File: src/rtl/ahb_lite_master.sv
// AHB-Lite single-transfer initiator driven by a valid/ready command port.
// Define AHBM_PIPELINE_EN to overlap the next address phase with the current data phase.
module ahb_lite_master #(
    parameter logic [3:0] HPROT_VAL  = 4'b0011,
    parameter bit         ADDR_ALIGN = 1'b1
) (
    input  logic        HCLK,
    input  logic        HRESET,
    input  logic        cmd_valid,
    output logic        cmd_ready,
    input  logic        cmd_write,
    input  logic [31:0] cmd_addr,
    input  logic [1:0]  cmd_size,
    input  logic [31:0] cmd_wdata,
    output logic        rsp_valid,
    output logic [31:0] rsp_rdata,
    output logic        rsp_err,
    output logic [31:0] HADDR,
    output logic [2:0]  HBURST,
    output logic        HMASTLOCK,
    output logic [3:0]  HPROT,
    output logic [2:0]  HSIZE,
    output logic [1:0]  HTRANS,
    output logic [31:0] HWDATA,
    output logic        HWRITE,
    input  logic [31:0] HRDATA,
    input  logic        HREADY,
    input  logic        HRESP
);

`ifdef AHBM_PIPELINE_EN
    localparam bit PIPE = 1'b1;
`else
    localparam bit PIPE = 1'b0;
`endif

    typedef enum logic [1:0] {
        S_IDLE,
        S_ADDR,
        S_DATA,
        S_ERR2
    } state_t;

    state_t      state_q, state_d;

    logic        a_v_q, a_v_d;
    logic        a_hold_q, a_hold_d;
    logic [31:0] haddr_q, haddr_d;
    logic        hwrite_q, hwrite_d;
    logic [1:0]  hsize_q, hsize_d;
    logic [31:0] a_wdata_q, a_wdata_d;

    logic        d_wr_q, d_wr_d;
    logic [31:0] hwdata_q, hwdata_d;

    logic        p_v_q, p_v_d;
    logic [31:0] p_addr_q, p_addr_d;
    logic        p_write_q, p_write_d;
    logic [1:0]  p_size_q, p_size_d;
    logic [31:0] p_wdata_q, p_wdata_d;

    logic        cmd_ready_q, cmd_ready_d;
    logic        rsp_valid_q, rsp_valid_d;
    logic        rsp_err_q, rsp_err_d;
    logic [31:0] rsp_rdata_q, rsp_rdata_d;

    logic [1:0]  c_size;
    logic [31:0] c_addr;

    logic        acc;
    logic        a_adv;
    logic        d_fin;
    logic        d_err;
    logic        enter_err;
    logic        can_issue;
    logic        took;

    always_comb begin
        c_size = (cmd_size == 2'd3) ? 2'd2 : cmd_size;
        c_addr = cmd_addr;
        if (ADDR_ALIGN) begin
            if (c_size == 2'd1)
                c_addr[0] = 1'b0;
            else if (c_size == 2'd2)
                c_addr[1:0] = 2'b00;
        end
    end

    always_comb begin
        state_d     = state_q;
        a_v_d       = a_v_q;
        a_hold_d    = a_hold_q;
        haddr_d     = haddr_q;
        hwrite_d    = hwrite_q;
        hsize_d     = hsize_q;
        a_wdata_d   = a_wdata_q;
        d_wr_d      = d_wr_q;
        hwdata_d    = hwdata_q;
        p_v_d       = p_v_q;
        p_addr_d    = p_addr_q;
        p_write_d   = p_write_q;
        p_size_d    = p_size_q;
        p_wdata_d   = p_wdata_q;
        rsp_valid_d = 1'b0;
        rsp_err_d   = rsp_err_q;
        rsp_rdata_d = rsp_rdata_q;
        d_fin       = 1'b0;
        d_err       = 1'b0;
        enter_err   = 1'b0;
        took        = 1'b0;

        acc   = cmd_valid & cmd_ready_q;
        a_adv = a_v_q & HREADY & (state_q != S_ERR2);

        unique case (state_q)
            S_DATA: begin
                if (HREADY) begin
                    d_fin = 1'b1;
                    d_err = HRESP;
                end else if (HRESP) begin
                    enter_err = 1'b1;
                end
            end
            S_ERR2: begin
                if (HREADY) begin
                    d_fin = 1'b1;
                    d_err = 1'b1;
                end
            end
            default: ;
        endcase

        if (state_q == S_ERR2)
            can_issue = HREADY;
        else
            can_issue = !enter_err & (!a_v_q | a_adv);

        if (d_fin) begin
            rsp_valid_d = 1'b1;
            rsp_err_d   = d_err;
            rsp_rdata_d = (d_err | d_wr_q) ? 32'h0 : HRDATA;
            hwdata_d    = 32'h0;
        end

        if (a_adv) begin
            a_v_d    = 1'b0;
            d_wr_d   = hwrite_q;
            hwdata_d = hwrite_q ? a_wdata_q : 32'h0;
        end

        // Cancel an overlapped address phase; it is reissued once ERR2 ends.
        if (enter_err & a_v_q) begin
            a_v_d    = 1'b0;
            a_hold_d = 1'b1;
        end

        if (can_issue) begin
            if (a_hold_q) begin
                a_v_d    = 1'b1;
                a_hold_d = 1'b0;
            end else if (p_v_q) begin
                a_v_d     = 1'b1;
                p_v_d     = 1'b0;
                haddr_d   = p_addr_q;
                hwrite_d  = p_write_q;
                hsize_d   = p_size_q;
                a_wdata_d = p_wdata_q;
            end else if (acc) begin
                a_v_d     = 1'b1;
                took      = 1'b1;
                haddr_d   = c_addr;
                hwrite_d  = cmd_write;
                hsize_d   = c_size;
                a_wdata_d = cmd_wdata;
            end
        end

        if (acc & !took) begin
            p_v_d     = 1'b1;
            p_addr_d  = c_addr;
            p_write_d = cmd_write;
            p_size_d  = c_size;
            p_wdata_d = cmd_wdata;
        end

        if (enter_err)
            state_d = S_ERR2;
        else if ((state_q == S_ERR2) & !HREADY)
            state_d = S_ERR2;
        else if (a_adv)
            state_d = S_DATA;
        else if ((state_q == S_DATA) & !HREADY)
            state_d = S_DATA;
        else if (a_v_d)
            state_d = S_ADDR;
        else
            state_d = S_IDLE;

        cmd_ready_d = PIPE ? !p_v_d : (state_d == S_IDLE);
    end

    always_ff @(posedge HCLK) begin
        if (HRESET) begin
            state_q     <= S_IDLE;
            a_v_q       <= 1'b0;
            a_hold_q    <= 1'b0;
            haddr_q     <= 32'h0;
            hwrite_q    <= 1'b0;
            hsize_q     <= 2'd0;
            a_wdata_q   <= 32'h0;
            d_wr_q      <= 1'b0;
            hwdata_q    <= 32'h0;
            p_v_q       <= 1'b0;
            p_addr_q    <= 32'h0;
            p_write_q   <= 1'b0;
            p_size_q    <= 2'd0;
            p_wdata_q   <= 32'h0;
            cmd_ready_q <= 1'b0;
            rsp_valid_q <= 1'b0;
            rsp_err_q   <= 1'b0;
            rsp_rdata_q <= 32'h0;
        end else begin
            state_q     <= state_d;
            a_v_q       <= a_v_d;
            a_hold_q    <= a_hold_d;
            haddr_q     <= haddr_d;
            hwrite_q    <= hwrite_d;
            hsize_q     <= hsize_d;
            a_wdata_q   <= a_wdata_d;
            d_wr_q      <= d_wr_d;
            hwdata_q    <= hwdata_d;
            p_v_q       <= p_v_d;
            p_addr_q    <= p_addr_d;
            p_write_q   <= p_write_d;
            p_size_q    <= p_size_d;
            p_wdata_q   <= p_wdata_d;
            cmd_ready_q <= cmd_ready_d;
            rsp_valid_q <= rsp_valid_d;
            rsp_err_q   <= rsp_err_d;
            rsp_rdata_q <= rsp_rdata_d;
        end
    end

    assign cmd_ready = cmd_ready_q;
    assign rsp_valid = rsp_valid_q;
    assign rsp_err   = rsp_err_q;
    assign rsp_rdata = rsp_rdata_q;
    assign HADDR     = haddr_q;
    assign HWRITE    = hwrite_q;
    assign HSIZE     = {1'b0, hsize_q};
    assign HTRANS    = a_v_q ? 2'b10 : 2'b00;
    assign HWDATA    = hwdata_q;
    assign HBURST    = 3'b000;
    assign HMASTLOCK = 1'b0;
    assign HPROT     = HPROT_VAL;

endmodule
File: config.mk
export PLATFORM = sky130hd
export DESIGN_NAME = ahb_lite_master
export DESIGN_NICKNAME = d
export VERILOG_FILES = /design/src/rtl/ahb_lite_master.sv
export SDC_FILE = /design/constraint.sdc
export NUM_CORES = 1
export LEC_CHECK = 0
export CAP_MARGIN = 20
export CORE_MARGIN = 2
export CORE_UTILIZATION = 40
export CTS_CLUSTER_SIZE = 20
export DETAILED_ROUTE_END_ITERATION = 8
export PLACE_DENSITY_LB_ADDON = 0.1
export SYNTH_ARGS = -nofsm -noshare
export SYNTH_HDL_FRONTEND = slang
export SYNTH_SLANG_ARGS = --single-unit
File: constraint.sdc
create_clock -name HCLK -period 1.7 [get_ports HCLK]
set_clock_uncertainty 0.15 [all_clocks]
set_input_delay 0.17 -clock HCLK [delete_from_list [all_inputs] [get_ports HCLK]]
set_output_delay 0.17 -clock HCLK [all_outputs]
set_load 0.1 [all_outputs]
==> results by group, run 1 <==
Clock tree
  – Max clock buf depth: 3
  – CTS tree: done
  – H-tree levels: 1
  – Cts hold-fix bufs: 0
  – CTS buffer count: 23
  – CTS root buf: clkbuf_16
  – Later-pin clock latency in the skew report: about 500 ps
  – Clock sink total: 207
  – Clk slew on worst S/H paths: 60 ps

STA
  – RSZ-0062 raised after global routing: yes
  – Fin crit share: 104%
  – Peak Freq: around 0.56 GHz
  – Slew HR: a little over three fifths
  – PnR worst setup slack: -74.2 ps
  – Crit path time final: ~1800 ps
  – Max Slew Vio Count: 0
  – Final Setup Violations: 128
  – Setup TNS: -3610 ps
  – Final hold vios: 0
  – Worst Max-Slew Pin Slew: between 500 and 600 ps

Layout
  – Nets@finish: 1236
  – Most frequent cells in the layout: dfxtp_1 (201), nand2_1 (138), buf_12 (125), clkdlybuf4s50_1 (102), nor2_1 (100)
  – Ant diodes: 0
  – Fill cell count: 1576
  – Fraction of layout cells with a size suffix above 1: 24.3%
  – Final non-filler cell total: 1410
  – Most common cell after layout, fill and taps aside: dfxtp_1
  – Area grow syn2layout: 60.1%
  – Register Area: 0.00415 mm²
  – Area of the multi-input gates: about 0.0036 mm²
  – Post-route cell area: approximately 0.013 mm²

Floorplan
  – DIE AREA: about 0.021 mm²
  – Boundary Pins: 217
  – Vert. Die Dim: 146 µm
  – Core Region: approximately 0.020 mm²
  – Starting Density: approximately two fifths
  – Cell row count: 51
  – Die Wd: 146 µm

Pwr
  – Internal power: approximately 8.5 mW
  – Leakage: 4.69 nW
  – Switching Fraction: 28.0%
  – Flop pwr share: 43.6%
  – Clock power share: 38.4%
  – Total net switching power: 3.32 mW
  – Peak VDD IR: roughly 0.74 mV
  – Combinational power share: 18.0%
  – Pwr dens: 921 mW/mm²

Synthesis
  – Synth warn: 0
  – Share of the synthesized area in the top cell type: 51.5%
  – Post-synthesis cell type count: 35
  – Syn Area/Cell: 8.77 µm²
  – Cell taking the most area after synthesis: dfxtp_1
  – Sequential area share after synthesis: about 52%
  – Largest cells by area after synthesis: dfxtp_1 (52%), nand2_1 (6.5%), nor2_1 (5.0%)
  – Mapped Cells: 917
  – Cell Area, Synth: 0.00804 mm²
  – #FFs+latches synth: 207

Outcome
  – Status: finished, violations left
  – Failing checks: setup timing

GRT
  – Global-route wire length before repair: 38000 µm
  – Gr usage total: 21.6%
  – Total global routing overflow: 0
  – Vias in the first global route: just over 7000
  – Largest net degree at the start of global routing: between 70 and 80
  – Initial antenna violation count: 0

Setup path
  – Startpoint Class: register
  – CP max stage cell: dfxtp_2
  – Crit path required time: 1960 ps
  – Setup CP Type: reg2reg
  – CP max FO: 20
  – Max incr delay on CP: 330 ps
  – Crit end category: register
  – Arrival @ worst endpoint: 2040 ps
  – CP cell instances: or2_4 > a2111oi_4 > buf_4 > buf_12 > nor2_1 > a211oi_2

Placed design
  – Placed insts: 1356
  – Dpl hpwl: 14800 µm
  – Port Buffer Count: 206
  – Dpl cell area: 0.0118 mm²
  – Placer Congestion: ~0.75

Drt
  – WL/cell: ~17 µm
  – Vias: 7416
  – Via density: ~5.3
  – DRC: 0
  – Routed Antenna Nets: 0
  – Drt pass-1 iters: 5
  – Final WL: 24300 µm
  – DRT iter0 DRCs: ~390

Job
  – Number of max-cap violations: 0

Min path
  – HP Class: in2reg
per-layer routing:
| metal | share of wire [%] | vias up | global-route usage [%] |
|---|---|---|---|
| met1 | 43 | 3533 | 28.5 |
| met5 | 0 | - | 0 |
| li1 | - | 3620 | - |
| met2 | 48 | 229 | 35.4 |
| met4 | 1.8 | 0 | 4.95 |
| met3 | 7.0 | 34 | 5.77 |
Yosys cell counts:
cell type and n:
dfxtp_1 207, nand2_1 139, nor2_1 108, a21oi_1 74, o21ai_0 67, or3_1 64
clkbuf_1 61, a211oi_1 38, a22o_1 32, a22oi_1 32, a211oi_2 31, buf_2 16
buf_4 13, nor2b_1 4, buf_6 3, nor3_1 3, o22ai_1 3, buf_1 2
conb_1 2, nand3_1 2, o21a_1 2, a2111oi_0 1, a2111oi_4 1, a21o_1 1
a221o_1 1, a221oi_1 1, a32oi_1 1, inv_1 1, maj3_1 1, mux2i_1 1
nand2b_1 1, nor3b_1 1, nor3b_2 1, nor4_1 1, or2_1 1
per-stage QoR:
stage | utilization, % | hold slack, ps | setup WS (ps) | total power, mW
2_1_floorplan | - | 156 | -128 | 6.43
3_3_place_gp | 60.2 | 288 | -371 | 7.30
3_5_place_dp | 60.2 | 293 | -422 | 7.32
4_1_cts | 64.6 | 21.7 | -103 | 11.9
5_1_grt | 65.7 | 33.7 | -155 | 12.2
6_report | 65.7 | 40.2 | -74.2 | 11.9
worst paths after layout:
check / from / end / slack [ps] / cells after the start
setup / recovery: state_q[0] / HADDR[16] / -70 / 6
hold / removal: HRESET / HWDATA[29] / 40 / 3
setup reg to reg: state_q[0] / HADDR[16] / -70 / 6
hold reg to reg: p_wdata_q[3] / p_wdata_q[3] / 300 / 2
area by class of cell:
cell class,instances,share of cell area (%)
timing repair buffer,276,31.5
clock buffer,33,5.07
inverter,1,0.0291
tap,265,2.57
clock inverter,5,0.223
multi-input combinational,623,28.3
sequential,207,32.3
registers in the layout, summed over array words and instances, names as in the netlist, 2 cells and up:
name	count
HADDR	32
HWDATA	32
a_wdata_q	32
hsize_q	2
p_addr_q	32
p_size_q	2
p_wdata_q	32
rsp_rdata	32
state_q	2
power by group through the flow:
stage	combinational, mW	clock (mW)	sequential (mW)
2_1_floorplan	0.664	0	5.77
3_3_place_gp	2.04	0	5.27
3_5_place_dp	2.05	0	5.27
4_1_cts	2.10	4.66	5.16
5_1_grt	2.24	4.83	5.18
6_report	2.13	4.56	5.16
worst max-delay path: cells and delay by family (launching register included):
kind                   cells  cell delay [ps]
AND/OR/NAND/NOR            2              330
AO/OA/AOI/OAI              2              520
flip-flops                 1              330
buffers and inverters      2              360
cells by family (layout without fill, tap and decap cells):
family / Yosys count / count (layout) / synth area share (%)
flip-flops: 207 / 207 / 51.5
AO/OA/AOI/OAI: 285 / 285 / 24.9
AND/OR/NAND/NOR: 325 / 326 / 17.6
buffers and inverters: 96 / 315 / 5.62
adder cells (fa/ha/maj): 1 / 1 / 0.124
multiplexers: 1 / 1 / 0.124
other: 2 / 10 / 0.0934
timing repair:
action	4_1_cts	5_1_grt
pin swaps	3	4
cloned	4	4
resized for setup	16	23
setup buffers	5	4
setup endpoints to repair	167	157
Note: power is estimated with default switching activity, not from simulation.
==> run 2: changes to the inputs <==
- TNS_END_PERCENT: default -> 30
==> results by group, run 2 (synthesis gave the netlist of run 1 again) <==
Min path
  – Hold path endpoint: HWDATA[14]
  – Hold Crit Depth: 3
  – HP Class: in2reg
  – Hold Path Origin: HRESET

Outcome
  – Failing checks: setup timing
  – Status: finished, violations left

GRT
  – Total global routing overflow: 0
  – Global-route wire length before repair: between 30000 and 40000 µm
  – Initial antenna violation count: 0
  – Gr usage total: 21.2%
  – Vias in the first global route: 7052
  – Largest net degree at the start of global routing: 79

Setup path
  – CP cell instances: or2_4 > a2111oi_4 > buf_4 > buf_12 > nor2_1 > a211oi_2
  – CP max FO: 20
  – CP max stage cell: dfxtp_2
  – Worst R2R End: HADDR[16]
  – Setup CP Type: reg2reg
  – Startpoint Class: register
  – Arrival @ worst endpoint: about 2000 ps
  – Worst r2r src: state_q[0]
  – Crit path required time: ~2000 ps
  – R2R setup slack: -80 ps
  – Max incr delay on CP: 330 ps
  – Worst Reg-to-Reg Cells: 6
  – Crit end category: register

Placed design
  – Placed insts: 1356
  – Placer Congestion: about 0.75
  – Port Buffer Count: about 210
  – Dpl hpwl: 14800 µm
  – Dpl cell area: 0.0118 mm²

Drt
  – DRT iter0 DRCs: 417
  – DRC: 0
  – Routed Antenna Nets: 0
  – Drt pass-1 iters: 5
  – Via density: 5.26
  – Vias: about 7400
  – WL/cell: 17.2 µm
  – Final WL: 24200 µm

Layout
  – Fraction of layout cells with a size suffix above 1: a little under a quarter
  – Nets@finish: 1233
  – Ant diodes: 0
  – Post-route cell area: 0.0128 mm²
  – Area grow syn2layout: 59.1%
  – Final core occ: 65.3%
  – Most frequent cells in the layout: dfxtp_1 (201), nand2_1 (138), buf_12 (124), nor2_1 (105), clkdlybuf4s50_1 (102)
  – Final non-filler cell total: approximately 1400
  – Most common cell after layout, fill and taps aside: dfxtp_1

Job
  – Number of max-cap violations: 0

Clock tree
  – Later-pin clock latency in the skew report: approximately 500 ps
  – Max clock buf depth: 3
  – CTS tree: done
  – CTS buffer count: 23
  – Clk slew on worst S/H paths: 60 ps
  – H-tree levels: 1
  – Clock sink total: just over 200
  – CTS root buf: clkbuf_16

Pwr
  – Internal power: between 8 and 9 mW
  – Total power: 11.8 mW
  – Pwr dens: 923 mW/mm²
  – Flop pwr share: 43.7%
  – Combinational power share: between 15 and 20%
  – Clock power share: between 30% and 40%
  – Switching Fraction: 27.9%
  – Peak VDD IR: 0.751 mV
  – Leakage: 4.66 nW
  – Total net switching power: 3.30 mW

STA
  – RSZ-0062 raised after global routing: yes
  – Worst Max-Slew Pin Slew: around 560 ps
  – Final hold vios: 0
  – Fin Hold WS: 45.0 ps
  – Slew HR: 62.6%
  – Peak Freq: about 0.56 GHz
  – PnR worst setup slack: -80.3 ps
  – Final Setup Violations: 85
  – Crit path time final: 1780 ps
  – Fin crit share: 105%
  – Max Slew Vio Count: 0

Floorplan
  – Vert. Die Dim: 146 µm
  – Boundary Pins: 217
  – Starting Density: 41.1%
  – Cell row count: around 50
  – Core Region: approximately 0.02 mm²
  – DIE AREA: 0.0213 mm²
  – Die Wd: roughly 150 µm
## run 2: cell type report
cell class / count / area, µm²
clock buffer: 33 / 653
tap: 265 / 332
sequential: 207 / 4160
timing repair buffer: 273 / 4030
clock inverter: 5 / 28.8
inverter: 1 / 3.75
fill: 1577 / 6790
multi-input combinational: 623 / 3600
## run 2: what timing repair did
action,in CTS,in global routing
setup endpoints to repair,167,157
gates resized for setup,8,15
cloned,2,8
endpoints found under the hold margin,0,0
pin swaps,32,6
buffers inserted,1,2
hold buffers,0,0
## run 2: power by group through the flow
stage	clock network, mW	registers (mW)	logic, mW
after floorplan	0	5.77	0.664
after global placement	0	5.27	2.04
after detailed placement	0	5.27	2.05
after CTS	4.66	5.16	2.07
after global routing	4.83	5.18	2.21
final	4.55	5.16	2.10
## run 2: worst max-delay path: cells and delay by family (launching register included)
kind            cells  cell delay [ps]
compound gates      2              520
buf+inv             2              360
flops               1              330
simple gates        2              330
## run 2: metrics by stage
| stage | worst slack, ps | TNS, ps |
|---|---|---|
| floorplan | -128 | -3880 |
| global placement | -371 | -64000 |
| detailed placement | -422 | -69560 |
| CTS | -103 | -4420 |
| global route | -155 | -11130 |
| finish | -80.3 | -2130 |
## run 2: worst max-delay path by stage
| stage | from | end | cells after the start |
|---|---|---|---|
| floorplan | state_q[0] | HADDR[11] | 7 |
| global placement | HRESP | p_wdata_q[23] | 7 |
| detailed placement | HRESP | p_addr_q[8] | 7 |
| CTS | state_q[0] | HADDR[16] | 6 |
| global route | state_q[0] | HADDR[16] | 6 |
| finish | state_q[0] | HADDR[16] | 6 |
## run 2: per-layer routing
layer / vias up / GRT usage (%) / share of wire (%)
li1: 3619 / - / -
met1: 3539 / 27.8 / 43
met2: 212 / 34.8 / 48
met3: 36 / 5.83 / 6.9
met4: 0 / 5.15 / 2.1
met5: - / 0 / 0
==> run 3: changes to the inputs <==
- REMOVE_ABC_BUFFERS: default -> 1
==> results by group, run 3 (synthesis gave the netlist of run 1 again) <==
Outcome
  – Status: finished, violations left
  – Failing checks: setup timing

Min path
  – HP Class: in2reg
  – Hold path endpoint: p_addr_q[14]
  – Hold Path Origin: cmd_addr[14]
  – Hold Crit Depth: 3

STA
  – PnR worst setup slack: -155 ps
  – Peak Freq: 0.539 GHz
  – Worst Max-Slew Pin Slew: 771 ps
  – Final hold vios: 0
  – Slew HR: 48.6%
  – Crit path time final: ~1900 ps
  – Max Slew Vio Count: 0
  – Final Setup Violations: 135
  – RSZ-0062 raised after global routing: yes
  – Fin crit share: 109%

Pwr
  – Leakage: about 4.6 nW
  – Pwr dens: 960 mW/mm²
  – Peak VDD IR: 0.769 mV
  – Total power: 12.3 mW

Setup path
  – Worst R2R End: a_wdata_q[31]
  – Crit path required time: 1970 ps
  – CP max FO: 12
  – Worst r2r src: state_q[0]
  – CP max stage cell: a2111oi_4
  – Max incr delay on CP: 350 ps
  – Setup CP Type: reg2reg
  – Startpoint Class: register
  – Arrival @ worst endpoint: ~2100 ps
  – Worst setup startpoint: state_q[0]
  – Crit end category: register
  – CP top delay family: compound AO/OA/AOI/OAI gates
  – Worst path most repeated cell: buf_6
  – Worst Path Buf+Inv: 2
  – R2R setup slack: -150 ps
  – CP cell instances: or2_4 > a2111oi_4 > buf_6 > buf_6 > nor2_1 > a211oi_2
  – Worst Reg-to-Reg Cells: 6

Clock tree
  – Clock sink total: between 200 and 250
  – Later-pin clock latency in the skew report: approximately 500 ps
  – CTS root buf: clkbuf_16
  – Clk slew on worst S/H paths: 60 ps
  – H-tree levels: 1
  – Max clock buf depth: 3
  – CTS buffer count: 23
  – CTS tree: done

Floorplan
  – DIE AREA: 0.0213 mm²
  – Vert. Die Dim: ~150 µm
  – Cell row count: 51
  – Die Wd: ~150 µm
  – Core Region: 0.0196 mm²
  – Boundary Pins: 217
  – Starting Density: 41.1%

Placed design
  – Placer Congestion: 0.820
  – Dpl hpwl: roughly 14000 µm
  – Port Buffer Count: 206
  – Dpl ws: -491 ps
  – Placed insts: 1342

Layout
  – Final core occ: 65.3%
  – Final non-filler cell total: 1400
  – Ant diodes: 0
  – Most common cell after layout, fill and taps aside: dfxtp_1
  – Area grow syn2layout: 58.9%
  – Nets@finish: 1223
  – Most frequent cells in the layout: dfxtp_1 (204), nand2_1 (138), buf_12 (119), clkdlybuf4s50_1 (102), nor2_1 (98)
  – Fraction of layout cells with a size suffix above 1: a little under a quarter

Drt
  – Vias: 7426
  – Via density: between 5 and 6
  – DRT iter0 DRCs: 585
  – Routed Antenna Nets: 0
  – Drt pass-1 iters: 5
  – Final WL: 24600 µm
  – WL/cell: between 15 and 20 µm
  – DRC: 0

GRT
  – Total global routing overflow: 0
  – Initial antenna violation count: 0
  – Gr usage total: about 22%
  – Largest net degree at the start of global routing: 126
  – Vias in the first global route: 7026
  – Global-route wire length before repair: 37900 µm

Job
  – Number of max-cap violations: 0
## run 3: per-stage QoR
step                      hold WS, ps  TNS (ps)  instance area (µm²)
after global routing             84.7    -21090                12800
final                            85.1     -9060                12800
after floorplan                  84.6   -579290                 7630
after CTS                        71.9     -8200                12700
after detailed placement          293    -75230                11600
after global placement            288    -73420                11600
## run 3: how the worst max path moves through the flow
stage | endpoint | cells past startpoint | slack, ps
after global routing | a_wdata_q[31] | 6 | -210
after floorplan | p_addr_q[10] | 4 | -4490
after global placement | a_wdata_q[29] | 6 | -450
final | a_wdata_q[31] | 6 | -150
after CTS | hsize_q[0] | 6 | -120
after detailed placement | a_wdata_q[20] | 6 | -490
## run 3: layer usage
metal	wire length (µm)	part of all wire [%]	GRT usage, %
met3	1460	5.9	4.29
met2	12100	49	35.9
met5	0	0	0
met4	481	2.0	5.34
met1	10600	43	29.2
## run 3: layout make-up
| cell class | instances | area, µm² |
|---|---|---|
| flip-flops and latches | 207 | 4150 |
| fillers | 1594 | 6810 |
| repair buffers | 263 | 3880 |
| inverters | 1 | 3.75 |
| multi-input cells | 623 | 3660 |
| clock inverters | 6 | 58.8 |
| clock buffers | 35 | 701 |
| well taps | 265 | 332 |
## run 3: tightest hold or removal path: stages
cell	delay, ps
clkdlybuf4s50_1	410
nand2_1	60
a21oi_1	50
## run 3: where the power goes
part | switching, mW | leakage, nW | total (mW) | internal (mW)
registers | 0.143 | 1.68 | 5.16 | 5.02
logic | 1.29 | 2.57 | 2.17 | 0.883
clock network | 1.95 | 0.380 | 4.94 | 2.99
total | 3.39 | 4.63 | 12.3 | 8.89
## run 3: timing repair
item	in CTS	in global routing
hold buffers	1	0
resized for setup	33	28
pin swaps	6	20
endpoints found under the setup margin	198	193
hold endpoints to repair	19	0
setup buffers	9	1
gates cloned	6	3
==> RTL edit (flow settings as in run 3) <==
Encoding of `state_t`: now Gray code (2 bits for 4 states).
--- a/src/rtl/ahb_lite_master.sv
+++ b/src/rtl/ahb_lite_master.sv
@@ -35,10 +35,10 @@
 `endif
 
     typedef enum logic [1:0] {
-        S_IDLE,
-        S_ADDR,
-        S_DATA,
-        S_ERR2
+        S_IDLE = 2'b00,
+        S_ADDR = 2'b01,
+        S_DATA = 2'b11,
+        S_ERR2 = 2'b10
     } state_t;
 
     state_t      state_q, state_d;
Function: same outputs for any inputs over 4 cycles, from zero or initial values and one cycle with HRESET high; so few cycles prove little.
==> RTL edit against run 3 <==
  * The run still ends with negative setup slack left
  * Setup slack gained 0.12 ns
  * Critical path depth did not move
  * Routed wire length rose by 3.7%
  * Area after synthesis is 1.4% higher
  * Clock power shrank 4.9%
  * Final area rose by 1.5%
  * Total power fell by 0.71%
  * Sequential cell count unchanged
  * Non-clock buffer count rose by 5
  * Largest cell class unchanged
  * Largest power group unchanged
  * Highest routed layer unchanged
==> RTL edit: results (changes against run 3) <==
Fmax: 0.576 GHz (was 0.539 GHz)
Layout cells sized above 1: 0.236 (was 0.235)
Final net count: 1,227 (was 1,223)
Drt initial violations: 424 (was 585)
Total track usage: 0.216 (was 0.217)
Port Buffers: 206 (unchanged)
Failing checks: negative setup slack (unchanged)
Clock Root Buffer: clkbuf_16 (unchanged)
Area contributors post-synth: dfxtp_1 (51%), o21ai_0 (7.3%), a211oi_1 (5.2%) (was dfxtp_1 (52%), nand2_1 (6.5%), nor2_1 (5.0%))
Initial antenna violation count: 0 (unchanged)
Seq/Total Area, Yosys: 0.508 (was 0.515)
Detailed Route WL: 25.5 mm (was 24.6 mm)
Reg2reg start: a_v_q (was state_q[0])
First-pass GRT wire length: 38.6 mm (was 37.9 mm)
Fin worst setup slack: -0.0367 ns (was -0.155 ns)
Internal cell power: 0.00874 W (was 0.00889 W)
Total CTS buffers: 23 (unchanged)
Via count: 7,717 (was 7,426)
Actual slew at the worst max-slew pin: 0.755 ns (was 0.771 ns)
Reg2reg end: a_wdata_q[12] (was a_wdata_q[31])
Status: finished, violations left (unchanged)
Filler cell count: 1,631 (was 1,594)
Synth top cells by count: dfxtp_1 (207), o21ai_0 (119), nor2_1 (106), a21oi_1 (74), nand3_1 (69) (was dfxtp_1 (207), nand2_1 (139), nor2_1 (108), a21oi_1 (74), o21ai_0 (67))
Leakage: 4.67 nW (was 4.63 nW)
Number of global-route vias before repair: 7,333 (was 7,026)
Critical Path AT: 1.99 ns (was 2.12 ns)
Crit path launch: a_v_q (was state_q[0])
Yosys cell types: 34 (was 35)
DRT Pass-1 Iters: 5 (unchanged)
Critical path fanouts, max: 6 (was 12)
Endpoints failing setup: 12 (was 135)
Worst VDD drop: 0.693 mV (was 0.769 mV)
Worst setup EP type: register (unchanged)
Asr flop ratio synth: 0 (unchanged)
Largest net degree at the start of global routing: 146 (was 126)
RePlAce Congestion: 0.778 (was 0.820)
-- RTL edit: kinds of logic after synthesis --
| logic type | share of synthesized area |
|---|---|
| AOI/OAI and AO/OA | 0.273 |
| and+or+nand+nor | 0.154 |
| DFF | 0.508 |
| buffers and inverters | 0.0612 |
| other | 0.000921 |
| muxes | 0.00123 |
| adders and majority gates | 0.00123 |
-- RTL edit: what timing repair did --
item	4_1_cts	5_1_grt
resized for setup	1	66
pin swaps	2	76
gates cloned	1	7
endpoints found under the hold margin	19	0
endpoints found under the setup margin	77	176
buffers inserted	0	5
hold buffers	1	0
-- RTL edit: final cells by class --
type,instances,area (um^2),share of cell area
clock buffer,33,653,0.0503
clock inverter,6,55.1,0.00424
inverter,1,3.75,0.000289
multi-input combinational,622,3780,0.292
sequential,207,4150,0.320
tap,270,338,0.0260
timing repair buffer,268,3990,0.307
-- RTL edit: per-layer routing --
layer | track usage | share of wire | vias up
li1 | - | - | 3724
met1 | 0.286 | 0.43 | 3706
met2 | 0.353 | 0.47 | 258
met3 | 0.0618 | 0.077 | 29
met4 | 0.0490 | 0.015 | 0
met5 | 0 | 0 | -
-- RTL edit: how the worst min path moves through the flow --
stage | to | slack [ns] | cells after the start
2_1_floorplan | HADDR[15] | 0.08 | 1
3_3_place_gp | HWDATA[22] | 0.31 | 1
3_5_place_dp | HWDATA[18] | 0.31 | 1
4_1_cts | p_wdata_q[29] | 0.09 | 3
5_1_grt | p_wdata_q[29] | 0.12 | 3
6_report | p_wdata_q[29] | 0.10 | 3
-- RTL edit: stage by stage --
step	std cells	setup TNS, ns	utilization	area, um^2	worst slack, ns
floorplan	829	-491.53	-	7690	-3.34
global placement	1354	-59.20	0.589	11800	-0.359
detailed placement	1354	-63.61	0.589	11800	-0.398
CTS	1395	-2.31	0.625	12600	-0.0577
global route	1407	-3.18	0.646	13000	-0.0816
finish	1407	-0.128	0.646	13000	-0.0367
-- RTL edit: power groups by stage --
| stage | Sequential (W) | Clock [W] | Combinational (W) |
|---|---|---|---|
| floorplan | 0.00576 | 0 | 0.000578 |
| finish | 0.00516 | 0.00470 | 0.00232 |
| global placement | 0.00525 | 0 | 0.00218 |
| global route | 0.00518 | 0.00500 | 0.00244 |
| CTS | 0.00515 | 0.00481 | 0.00220 |
| detailed placement | 0.00525 | 0 | 0.00219 |
-- RTL edit: critical path, cell delays in order (launching register included) --
cell	delay, ns
dfxtp_2	0.34
nor2b_4	0.14
a2111oi_4	0.38
buf_6	0.24
clkbuf_16	0.18
nor2_2	0.04
a211oi_2	0.18
